## src/rtl/seq_chunk_adder.sv

```systemverilog
// seq_chunk_adder: multi-cycle N-bit add/subtract, W bits per clock with a registered inter-chunk carry
module seq_chunk_adder #(
  parameter int N = 8,
  parameter int W = 4
) (
  input  logic         clk,
  input  logic         rst,
  input  logic         start,
  input  logic         mode,
  input  logic [N-1:0] A,
  input  logic [N-1:0] B,
  input  logic         c,
  output logic [N-1:0] sum,
  output logic         c_out,
  output logic         ovf,
  output logic         busy,
  output logic         done
);
  localparam int K  = N / W;
  localparam int IW = K > 1 ? $clog2(K) : 1;
  if (W < 1 || W > N || N % W != 0) begin : g_chk
    $error("seq_chunk_adder: N must be a multiple of W with 1 <= W <= N");
  end
  typedef enum logic [1:0] {IDLE, RUN, DONE} state_t;
  state_t state, state_n;
  logic [N-1:0] a_r, b_r, res, res_n;
  logic [IW-1:0] idx;
  logic cy_r, sub_r, cy, last;
  logic [W-1:0] a_ch, b_ch, part;
  assign a_ch = a_r[idx*W +: W];
  assign b_ch = b_r[idx*W +: W];
  assign {cy, part} = {1'b0, a_ch} + {1'b0, b_ch} + (W+1)'(cy_r);
  assign last = idx == IW'(K - 1);
  assign busy = state == RUN;
  assign done = state == DONE;
  always_comb begin
    res_n = res;
    res_n[idx*W +: W] = part;
  end
  always_comb begin
    state_n = state == IDLE ? (start ? RUN : IDLE) :
              state == RUN  ? (last ? DONE : RUN) : IDLE;
  end
  always_ff @(posedge clk) begin
    state <= rst ? IDLE : state_n;
  end
  // subtraction is A + ~B + ~c, so the stored carry and final carry are inverted for borrow
  always_ff @(posedge clk) begin
    if (rst) begin
      a_r   <= '0;
      b_r   <= '0;
      res   <= '0;
      idx   <= '0;
      cy_r  <= 1'b0;
      sub_r <= 1'b0;
      sum   <= '0;
      c_out <= 1'b0;
      ovf   <= 1'b0;
    end else begin
      if (state == IDLE && start) begin
        a_r   <= A;
        b_r   <= mode ? ~B : B;
        cy_r  <= c ^ mode;
        sub_r <= mode;
        idx   <= '0;
      end
      if (state == RUN) begin
        res  <= res_n;
        cy_r <= cy;
        idx  <= last ? '0 : idx + 1'b1;
      end
      if (state == RUN && last) begin
        sum   <= res_n;
        c_out <= cy ^ sub_r;
        ovf   <= (a_ch[W-1] == b_ch[W-1]) && (part[W-1] != a_ch[W-1]);
      end
    end
  end
endmodule

```

## config.mk

```make
export PLATFORM = sky130hd
export DESIGN_NAME = seq_chunk_adder
export DESIGN_NICKNAME = d
export VERILOG_FILES = /design/src/rtl/seq_chunk_adder.sv
export SDC_FILE = /design/constraint.sdc
export NUM_CORES = 1
export LEC_CHECK = 0
export ABC_CLOCK_PERIOD_IN_PS = 4700
export CORE_ASPECT_RATIO = 2
export CORE_MARGIN = 2
export CORE_UTILIZATION = 53
export CTS_CLUSTER_SIZE = 40
export DETAILED_ROUTE_END_ITERATION = 8
export HOLD_SLACK_MARGIN = 0.12
export PLACE_DENSITY = 0.89
export SYNTH_ARGS = -nofsm -noshare
export SYNTH_HDL_FRONTEND = slang
export SYNTH_SLANG_ARGS = --single-unit
```

## constraint.sdc

```tcl
create_clock -name clk -period 4.7 [get_ports clk]
set_input_delay 0.47 -clock clk [delete_from_list [all_inputs] [get_ports clk]]
set_output_delay 0.47 -clock clk [all_outputs]
set_load 0.1 [all_outputs]
```

=== Word-level counts from Yosys, hierarchy flattened ===
Cells that the tools add are included.

* Register bits: 39
* Input port bits: 21
* Output and inout port bits: 12
* Word-level logic and storage cells: 41

* Add/subtract/negate cells: 4
* Equal/unequal tests: 4
* Shift-type cells: 4
* Muxes and demuxes: 11
* Bitwise gates (word level): 3
* Reduce and logical (&&, ||, !) cells: 5

{| class="wikitable"
|+ Operators with widths
! operator !! count
|-
| $neg 3->34 || 1
|-
| $shift 4x34->8 const A || 1
|-
| $shiftx 4x34->8 || 1
|-
| $shiftx 8x4->4 || 2
|-
| $bwmux 8 || 1
|-
| $mux 8 || 1
|-
| $not 8->8 || 1
|-
| $mux 1 || 6
|-
| $mux 2 || 3
|-
| $add 4x4->5 || 1
|-
| $add 5x1->5 || 1
|-
| $logic_and 1x1->1 || 3
|-
| $eq 2x1->1 const B || 1
|-
| $eq 2x2->1 const B || 1
|-
| $logic_not 2->1 || 1
|-
| $reduce_bool 2->1 || 1
|-
| $xor 1x1->1 || 2
|-
| $add 1x1->1 const B || 1
|-
| $eq 1x1->1 || 1
|-
| $ne 1x1->1 || 1
|}

=== Depth between registers and ports, before layout ===
Gate-level depths: netlist of run 1.

* Word-level depth: 5
* Mapped depth: 8

=== Worst setup path after synthesis of run 1 ===
OpenSTA, ideal clock, no wires.

* Kind: register -> register
* From: reg idx
* To: reg c_out
* Library setup time: 122 ps
* Arrival time: 2,437 ps
* Data required time: 4,578 ps
* Setup slack: 2,141 ps
* Stages on the path, launching flop included: 9
* Buffers on the path: 1
* Period minus slack after synthesis: 2,559 ps
* Path through: dfxtp_1 -> buf_2 -> mux2_2 -> fa_1 -> fa_1 -> a21o_1 -> a21oi_1 -> nor4_1 -> a311o_1

* Cells in the longest elaborated chain, start to end: 4
* Elaborated cells on any way between the ends: 6
* Classes of those cells: add/sub (2); shift (2); bitwise (1); reduce/logical (1)

{| class="wikitable"
|+ RTL lines
! item !! RTL line !! text
|-
| start, declared || 27 || <nowiki>logic [IW-1:0] idx;</nowiki>
|-
| start signal, assigned || 70 || <nowiki>idx <= last ? '0 : idx + 1'b1;</nowiki>
|-
| $shiftx 8x4->4 (on tied branches) || 30, 31 ||
|-
| $add 4x4->5 || 32 || <nowiki>assign {cy, part} = {1'b0, a_ch} + {1'b0, b_ch} + (W+1)'(cy_r);</nowiki>
|-
| $add 5x1->5 || 32 ||
|-
| $xor 1x1->1 || 74 || <nowiki>c_out <= cy ^ sub_r;</nowiki>
|-
| end signal, assigned || 74 ||
|-
| end, declared || 14 || <nowiki>output logic c_out,</nowiki>
|}

Several ways; a longest one is shown, not always the timed one.
A chain may end at the register's enable or synchronous reset.

=== Final worst setup path of run 1 ===
Same ends and word-level chain as after synthesis.

==> summary.txt, run 1 <==
Die
  – I/O pins: 33
  – Die Width: around 42 um
  – Die height: between 80 and 90 um
  – Core box area: 0.002873 mm^2
  – Row count: 28
  – Die area: around 0.0034 mm^2
  – Starting Density: 0.5453

Setup path
  – Worst R2R End: c_out
  – R2R setup slack: 1.89 ns
  – Worst setup SP type: register
  – Worst r2r src: idx
  – CP required: between 4 and 5 ns
  – Crit path kind: reg2reg
  – CP arrival: 2.99 ns
  – Crit-path max FO: 13
  – R2R cell count: 7
  – Crit end category: register

Power and ir drop
  – Leakage: roughly 0.00074 uW
  – Post-layout power: about 660 uW
  – Clock power share: 0.312
  – Pint: approximately 480 uW
  – Worst vdd ir: roughly 300 uV
  – Combinational Power Share: 0.193
  – Sw power: between 150 and 200 uW
  – Cell Pwr Density: approximately 340 mW/mm^2
  – Flop pwr share: 0.495
  – Sw Ratio: 0.2826

Timing
  – Final Skew: between 0.004 and 0.005 ns
  – Post-route minimum period: 2.809 ns
  – RSZ-0062 raised after global routing: false
  – Final setup viols: 0
  – Final clock period utilization by the worst path: 0.5977
  – Fin. Hold Viols: 0
  – Slew headroom: 0.1943
  – TNS Setup: 0 ns
  – Final Max Tran Viols: 0
  – Max Freq: approximately 360 MHz
  – Slew @ Worst Pin: around 1.2 ns

Min path
  – Hold Startpoint: sum[3]
  – Worst Hold Endpoint: sum[3]
  – Hold Crit Class: reg2reg
  – Worst hold stages: 2

Drt
  – DRT iter0 DRCs: 16
  – Total wire length: around 3000 um
  – Vias: about 1300
  – Via/cell ratio: between 5 and 6
  – # DRC: 0
  – Post-DRT Antenna Nets: 0
  – Pre-Repair DR Iteration Count: 4
  – Drt wl/cell: between 10 and 15 um

Clocking
  – Hold buffer count at CTS: 0
  – CTS Sinks: 35
  – CTS Buf Count: 5
  – Root Buffer: clkbuf_8
  – Post-CTS Repair Setup Buffers: 0
  – Clock transition at path regs: ~0.07 ns
  – Post-CTS sizing: 0
  – Clock Latency Late Sink: approximately 0.29 ns
  – H-tree depth: 2
  – Clock Tree Buf Depth: 2
  – CTS tree: built

Status
  – Outcome: completed

GRT
  – Overflow after GRT: 0
  – Largest net degree at the start of global routing: 37
  – First-pass GRT wire length: roughly 5200 um
  – GRT Overall Usage: 0.2054
  – Vias in the first global route: between 1000 and 1500
  – Initial antenna violation count: 0

Synth
  – Top post-synthesis cells by area: dfxtp_1, nand2_1, a21oi_1, mux2_2, xnor2_1
  – Yosys cell types: 32
  – Ys Warns: 0
  – Top cell type's share of synthesized area: 0.4473
  – Cell taking the most area after synthesis: dfxtp_1
  – Async SR Flop Fraction: 0
  – Synthesized flop and latch total: 35
  – Syn Nets: roughly 200
  – EDFF count, synth: 0
  – Synthesized instance count: approximately 170
  – Mean Syn Cell Area: 9.055 um^2
  – Top_reg_cell synth: dfxtp_1
  – Synth Cell Area: 0.001567 mm^2
  – Seq/Total Area, Yosys: 0.4473

Finish
  – Commonest non-fill, non-tap cells in the layout: nand2_1, dfxtp_1, clkdlybuf4s50_1
  – Diode count: 0
  – Layout fillers: approximately 240
  – Share of layout cells above drive strength 1: 0.09852
  – Final nets: between 200 and 250
  – Syn-to-layout area delta: 24.36%
  – Post-layout util: 0.6781
  – Multi-input gate area: about 800 um^2
  – Fin area: roughly 0.0019 mm^2
  – Layout Cells excl Fill: between 200 and 250
  – FF/Latch Area: 700.7 um^2

Placement
  – Dpl cell area: between 0.0015 and 0.002 mm^2
  – Post-DP HPWL: around 2200 um
  – GPL Wtd Cong: just under 0.9
  – Port Buffers: 32
  – Placed insts: 225

Run
  – Number of max-cap violations: 0
==> stage by stage <==
stage / setup WS [ns] / hold slack [ns]
floorplan: 2.141 / 0.4321
CTS: 1.903 / 0.4559
global route: 1.699 / 0.4703
global placement: 2.014 / 0.4398
detailed placement: 1.925 / 0.4465
finish: 1.891 / 0.4515
==> power groups by stage <==
| stage | Sequential, uW | Clock (uW) | Combinational, uW |
|---|---|---|---|
| floorplan | 339 | 0 | 87.5 |
| detailed placement | 335 | 0 | 129 |
| global placement | 334 | 0 | 124 |
| global route | 331 | 226 | 142 |
| finish | 329 | 207 | 128 |
| CTS | 329 | 209 | 130 |
==> routing by layer <==
metal  up-vias  global-route usage  wire (um)
li1        644                   -          -
met1       570              0.2068       1217
met2        34              0.3785       1595
met5         -                   0          0
met4         0              0.1125         76
met3         6             0.04667        156
==> flip-flops by register name, indices dropped and copies added, names as in the netlist <==
name	flops
sub_r	1
sum	8
state	2
cy_r	1
res	4
idx	1
c_out	1
ovf	1
a_r	8
b_r	8
==> cells by family (layout without fill, tap and decap cells) <==
kind of cell             count (synthesis)  in the layout  synth area share
flip-flops                              35             35            0.4473
XOR/XNOR                                12             12           0.06709
adder cells (fa/ha/maj)                  5              5           0.04952
AO/OA/AOI/OAI                           40             40            0.1581
buffers and inverters                   12             42           0.04393
multiplexers                             8              8           0.05751
AND/OR/NAND/NOR                         61             61            0.1765
==> how the worst max path moves through the flow <==
stage | start | endpoint | slack [ns] | cells after the start
floorplan | idx | c_out | 2.14 | 8
global placement | idx | c_out | 2.01 | 7
detailed placement | idx | c_out | 1.92 | 7
CTS | state[0] | busy | 1.90 | 2
global route | idx | c_out | 1.70 | 7
finish | idx | c_out | 1.89 | 7
==> layout make-up <==
cell class | count | area share
repair buffers | 33 | 0.1683
well taps | 30 | 0.01927
flip-flops and latches | 35 | 0.3597
inverters | 1 | 0.001927
clock inverters | 1 | 0.002569
clock buffers | 7 | 0.03918
multi-input cells | 126 | 0.4091
==> Yosys cell counts, types with 2 or more instances <==
cell type,number
nor2_1,13
o31ai_1,2
a211oi_1,9
buf_2,4
nand3_1,2
xnor2_1,10
or2b_1,2
a21o_1,2
a21oi_1,23
mux2_2,8
xor2_1,2
clkbuf_1,3
buf_6,2
and2b_2,2
nand2_1,35
fa_1,2
dfxtp_1,35
ha_1,3
==> critical path, cell delays in order (launching register included) <==
cell	delay, ns
dfxtp_1	0.64
mux2_2	0.41
fa_1	0.42
fa_1	0.41
a21o_1	0.17
a21oi_1	0.20
nor4_1	0.07
a311o_1	0.36
(Power assumes the default switching activity.)
==> inputs of run 2 (changes only) <==
==> config.mk (replaced) <==
export PLATFORM = sky130hd
export DESIGN_NAME = seq_chunk_adder
export DESIGN_NICKNAME = d
export VERILOG_FILES = /design/src/rtl/seq_chunk_adder.sv
export SDC_FILE = /design/constraint.sdc
export NUM_CORES = 1
export LEC_CHECK = 0
export ABC_CLOCK_PERIOD_IN_PS = 2880
export CORE_ASPECT_RATIO = 2
export CORE_MARGIN = 2
export CORE_UTILIZATION = 49
export CTS_CLUSTER_SIZE = 40
export DETAILED_ROUTE_END_ITERATION = 8
export HOLD_SLACK_MARGIN = 0.12
export PLACE_DENSITY = 0.83
export SYNTH_ARGS = -nofsm -noshare
export SYNTH_HDL_FRONTEND = slang
export SYNTH_SLANG_ARGS = --single-unit
==> constraint.sdc (replaced) <==
create_clock -name clk -period 2.88 [get_ports clk]
set_input_delay 0.288 -clock clk [delete_from_list [all_inputs] [get_ports clk]]
set_output_delay 0.288 -clock clk [all_outputs]
set_load 0.1 [all_outputs]
==> run 2 against run 1 <==
Against the previous run: die area up 7.6%; hold slack better by 0.0010 ns; combinational power increased by 63%; via count shrank 1.0%; cell area rose by 0.26%; sequential share of layout area fell by 0.092 points; clock power grew 83%; largest power group unchanged.
==> summary.txt, run 2 (same netlist as run 1, synthesis figures left out) <==
Drt
  – Total wire length: 2847 um (-6.5%)
  – Drt wl/cell: 12.06 um (-7.7%)
  – Vias: 1241 (-1.0%)
  – # DRC: 0 (unchanged)
  – Pre-Repair DR Iteration Count: 3 (-1)
  – Via/cell ratio: 5.258 (-2.3%)
  – Post-DRT Antenna Nets: 0 (unchanged)
  – DRT iter0 DRCs: 9 (-7)

Finish
  – Post-layout util: 0.6259 (-0.05223)
  – Commonest non-fill, non-tap cells in the layout: nand2_1, dfxtp_1, a21oi_1
  – Final nets: 230 (+0.88%)
  – Syn-to-layout area delta: 24.68%
  – Biggest regs: a_r: 8 flops, b_r: 8 flops, sum: 8 flops
  – Share of layout cells above drive strength 1: 0.1707 (+0.07221)
  – Diode count: 0 (unchanged)

Setup path
  – R2R cell count: 7 (unchanged)
  – Max incr delay on CP: 0.47 ns (-0.17 ns)
  – Worst setup SP type: register
  – Largest delay contributor family on the critical path: adder cells
  – WP buf/inv: 0 (unchanged)
  – Crit path kind: reg2reg
  – Worst R2R End: c_out
  – Critical-path cell list: mux2_2 -> fa_1 -> fa_1 -> a21o_1 -> a21oi_1 -> nor4_1 -> a311o_1
  – R2R setup slack: 0.25 ns (-1.64 ns)
  – Most frequent cell on the critical path: fa_1
  – CP arrival: 2.80 ns (-0.19 ns)
  – Slowest-stage cell, CP: dfxtp_1
  – CP required: 3.05 ns (-1.83 ns)
  – Crit-path max FO: 8 (-5)
  – Worst r2r src: idx
  – Crit end category: register

Die
  – Row count: 29 (+3.6%)
  – Die height: 83.96 um (+3.8%)
  – I/O pins: 33 (unchanged)
  – Die area: 0.003693 mm^2 (+7.6%)
  – Die Width: 43.98 um (+3.6%)
  – Core box area: 0.003120 mm^2 (+8.6%)
  – Starting Density: 0.5020 (-0.04329)

Timing
  – Final clock period utilization by the worst path: 0.9116 (+0.3138)
  – Slew @ Worst Pin: 0.5903 ns (-0.6145 ns)
  – Slew headroom: 0.6053 (+0.4110)
  – Final Max Tran Viols: 0 (unchanged)
  – Max Freq: 380.9 MHz (+7.0%)
  – Post-route minimum period: 2.625 ns (-0.1840 ns)
  – TNS Setup: 0 ns (unchanged)
  – Final Skew: 0.003741 ns (-0.0008869 ns)
  – Worst hold slack: 0.4525 ns (+0.001032 ns)
  – RSZ-0062 raised after global routing: false
  – Final setup viols: 0 (unchanged)
  – Fin. Hold Viols: 0 (unchanged)

Power and ir drop
  – Worst vdd ir: 398.1 uV (+30%)
  – Leakage: 0.0007841 uW (+5.9%)
  – Cell Pwr Density: 573.4 mW/mm^2 (+68%)

Min path
  – Hold Startpoint: sum[5]
  – Worst Hold Endpoint: sum[5]
  – Worst hold stages: 2 (unchanged)
  – Hold Crit Class: reg2reg

Clocking
  – CTS tree: built
  – CTS Sinks: 35 (unchanged)
  – Root Buffer: clkbuf_8
  – CTS Buf Count: 5 (unchanged)
  – Post-CTS Repair Setup Buffers: 0 (unchanged)
  – Clock transition at path regs: 0.06 ns (about the same)
  – Post-CTS sizing: 0 (unchanged)
  – H-tree depth: 2 (unchanged)
  – Clock Latency Late Sink: 0.29 ns (about the same)
  – Clock Tree Buf Depth: 2 (unchanged)
  – Hold buffer count at CTS: 0 (unchanged)

GRT
  – Initial antenna violation count: 0 (unchanged)
  – First-pass GRT wire length: 5133 um (-2.0%)
  – Largest net degree at the start of global routing: 20 (-46%)
  – Overflow after GRT: 0 (unchanged)
  – GRT Overall Usage: 0.1903 (-0.01505)
  – Vias in the first global route: 1213 (-2.6%)

Run
  – Number of max-cap violations: 0 (unchanged)

Status
  – Outcome: completed

Placement
  – Post-DP HPWL: 2257 um (+2.1%)
  – Port Buffers: 32 (unchanged)
  – GPL Wtd Cong: 0.9050 (+4.7%)
-- run 2: cell count changes in the layout (fill, tap and decap cells not counted) --
cell	before	now
clkdlybuf4s50_1	32	20
clkbuf_1	2	1
clkinv_2	1	0
clkbuf_8	5	7
buf_4	1	15
-- run 2: stage by stage --
stage,setup slack (ns),area (um^2),power (uW),std cells
finish,0.2547,1953,1120,236
global route,0.05010,1953,1175,236
CTS,0.2514,1953,1130,236
detailed placement,0.2639,1853,754.7,228
global placement,0.3224,1853,750.3,228
floorplan,0.3211,1567,695.5,173
-- run 2: tightest hold or removal path, delay by kind of cell (launching register included) --
kind	cells	cell delay [ns]
flops	1	0.31
compound gates	1	0.05
simple gates	1	0.05
-- run 2: report_power, final --
group | leakage [uW] | switching, uW | internal, uW
Sequential | 0.000286 | 19.4 | 515
Clock | 0.0000515 | 160 | 218
Combinational | 0.000446 | 115 | 92.9
-- run 2: worst max path at each step --
stage	from	end	slack [ns]	depth (start not counted)
final	idx	c_out	0.25	7
after global routing	idx	c_out	0.05	7
after CTS	idx	c_out	0.25	7
after detailed placement	idx	c_out	0.26	7
after global placement	idx	c_out	0.32	7
after floorplan	idx	c_out	0.32	8
-- run 2: area by class of cell --
type                            count  area [um^2]
Tap cell                           31        38.79
Clock buffer                        8        100.1
Sequential cell                    35        700.7
Inverter                            1        3.754
Fill cell                         264         1167
Multi-Input combinational cell    126        797.0
Timing Repair Buffer               35        312.8
-- run 2: layer usage --
metal,GRT usage,share of wire,up-vias
li1,-,-,648
met1,0.1749,0.34,553
met2,0.3302,0.57,27
met3,0.04113,0.032,13
met4,0.1543,0.058,0
met5,0,0,-
==> inputs of run 3 (changes only) <==
--- a/config.mk
+++ b/config.mk
@@ -7,12 +7,12 @@
 export LEC_CHECK = 0
 export ABC_CLOCK_PERIOD_IN_PS = 2880
 export CORE_ASPECT_RATIO = 2
-export CORE_MARGIN = 2
 export CORE_UTILIZATION = 49
 export CTS_CLUSTER_SIZE = 40
 export DETAILED_ROUTE_END_ITERATION = 8
 export HOLD_SLACK_MARGIN = 0.12
-export PLACE_DENSITY = 0.83
+export PLACE_DENSITY = 0.88
+export SKIP_CTS_REPAIR_TIMING = 1
 export SYNTH_ARGS = -nofsm -noshare
 export SYNTH_HDL_FRONTEND = slang
 export SYNTH_SLANG_ARGS = --single-unit
==> run 3 against run 2 <==
Against the previous run: sequential power about the same; critical endpoint unchanged; die area decreased by 6.8%; fmax increased by 5.7%; total power decreased by 2.5%; combinational power about the same; final cell count decreased by 0.85%; critical path depth unchanged; first-iteration DRC count increased by 89%; utilization increased by 1.8 points; highest routed layer unchanged; cell area decreased by 0.70%.
==> summary.txt, run 3 (same netlist as run 1, synthesis figures left out) <==
Finish
  – Layout Cells excl Fill: 234 (-0.85%)
  – Share of layout cells above drive strength 1: 0.1716 (+0.0008369)
  – Diode count: 0 (unchanged)
  – Commonest non-fill, non-tap cells in the layout: nand2_1, dfxtp_1, a21oi_1
  – Syn-to-layout area delta: 23.80%
  – Post-layout util: 0.6437 (+0.01779)
  – Final nets: 230 (unchanged)
  – Biggest regs: a_r: 8 flops, b_r: 8 flops, sum: 8 flops

GRT
  – GRT Overall Usage: 0.1857 (-0.004627)
  – Largest net degree at the start of global routing: 21 (+5.0%)
  – Vias in the first global route: 1149 (-5.3%)
  – First-pass GRT wire length: 4788 um (-6.7%)
  – Initial antenna violation count: 0 (unchanged)
  – Overflow after GRT: 0 (unchanged)

Placement
  – Post-DP HPWL: 2236 um (-0.94%)
  – Placed insts: 227 (-0.44%)
  – GPL Wtd Cong: 0.8956 (-1.0%)
  – Port Buffers: 32 (unchanged)

Setup path
  – Critical-path cell list: mux2_2 -> fa_1 -> fa_1 -> a21o_1 -> a21oi_1 -> nor4_1 -> a311o_1
  – Crit-path max FO: 3 (-5)
  – CP required: 3.06 ns (about the same)
  – WP buf/inv: 0 (unchanged)
  – Slowest-stage cell, CP: fa_1
  – Largest delay contributor family on the critical path: adder cells
  – Most frequent cell on the critical path: fa_1
  – Worst setup SP type: register
  – Max incr delay on CP: 0.44 ns (-0.03 ns)
  – Crit end category: register
  – Crit path kind: reg2reg
  – CP arrival: 2.66 ns (-0.14 ns)

Clocking
  – H-tree depth: 2 (unchanged)
  – CTS Buf Count: 5 (unchanged)
  – Clock Tree Buf Depth: 2 (unchanged)
  – Clock transition at path regs: 0.07 ns (about the same)
  – Root Buffer: clkbuf_8
  – CTS tree: built
  – Clock Latency Late Sink: 0.29 ns (about the same)
  – CTS Sinks: 35 (unchanged)

Drt
  – Post-DRT Antenna Nets: 0 (unchanged)
  – DRT iter0 DRCs: 17 (+8)
  – # DRC: 0 (unchanged)
  – Drt wl/cell: 12.29 um (+1.8%)
  – Via/cell ratio: 5.479 (+4.2%)
  – Vias: 1282 (+3.3%)
  – Total wire length: 2875 um (+0.98%)
  – Pre-Repair DR Iteration Count: 4 (+1)

Power and ir drop
  – Post-layout power: 1092 uW (-2.5%)
  – Leakage: 0.0007797 uW (-0.57%)
  – Worst vdd ir: 334.2 uV (-16%)
  – Cell Pwr Density: 563.0 mW/mm^2 (-1.8%)

Run
  – Number of max-cap violations: 0 (unchanged)

Timing
  – Final Max Tran Viols: 0 (unchanged)
  – Final setup viols: 0 (unchanged)
  – Final clock period utilization by the worst path: 0.8624 (-0.04914)
  – Slew headroom: 0.5976 (-0.007697)
  – Post-route minimum period: 2.484 ns (-0.1415 ns)
  – TNS Setup: 0 ns (unchanged)
  – Fin. Hold Viols: 0 (unchanged)
  – Final Skew: 0.007679 ns (+0.003938 ns)
  – Slew @ Worst Pin: 0.6018 ns (+0.01151 ns)
  – Max Freq: 402.6 MHz (+5.7%)
  – RSZ-0062 raised after global routing: false

Die
  – Die area: 0.003441 mm^2 (-6.8%)
  – Die Width: 41.98 um (-4.5%)
  – Core box area: 0.003013 mm^2 (-3.4%)
  – Starting Density: 0.5199 (+0.01793)
  – I/O pins: 33 (unchanged)
  – Die height: 81.96 um (-2.4%)
  – Row count: 28 (-3.4%)

Min path
  – Hold Crit Class: reg2reg

Status
  – Outcome: completed
-- run 3: metal layers --
| metal | vias up | wire length (um) | global-route usage |
|---|---|---|---|
| li1 | 649 | - | - |
| met1 | 585 | 1036 | 0.1762 |
| met3 | 11 | 97 | 0.04615 |
| met2 | 37 | 1630 | 0.3453 |
| met4 | 0 | 111 | 0.1194 |
| met5 | - | 0 | 0 |
-- run 3: final timing paths --
check         start     end  slack, ns  depth (start not counted)
max             idx   c_out       0.40                          7
min          res[0]  sum[0]       0.45                          2
max reg2reg     idx   c_out       0.40                          7
min reg2reg  res[0]  sum[0]       0.45                          2
-- run 3: final cells by class --
type,instances,area [um^2]
flip-flops and latches,35,700.7
fillers,260,1074
repair buffers,35,312.8
clock buffers,6,82.58
clock inverters,1,5.005
inverters,1,3.754
well taps,30,37.54
multi-input cells,126,797.0
-- run 3: per-stage QoR --
stage | hold WS, ns | cell area [um^2] | setup slack, ns
floorplan | 0.4240 | 1567 | 0.3211
global placement | 0.4376 | 1852 | 0.4686
detailed placement | 0.4460 | 1852 | 0.4030
CTS | 0.4534 | 1939 | 0.3938
global route | 0.4655 | 1939 | 0.2527
finish | 0.4525 | 1939 | 0.3962
-- run 3: where the power goes --
| part | switching [uW] | internal, uW |
|---|---|---|
| clock network | 161 | 187 |
| registers | 17.6 | 515 |
| logic | 118 | 93.0 |
| total | 297 | 795 |
-- run 3: worst reg2reg max path, cell delays in order, from the launching register on --
cell     delay, ns
dfxtp_1       0.37
mux2_2        0.36
fa_1          0.44
fa_1          0.41
a21o_1        0.18
a21oi_1       0.21
nor4_1        0.08
a311o_1       0.34
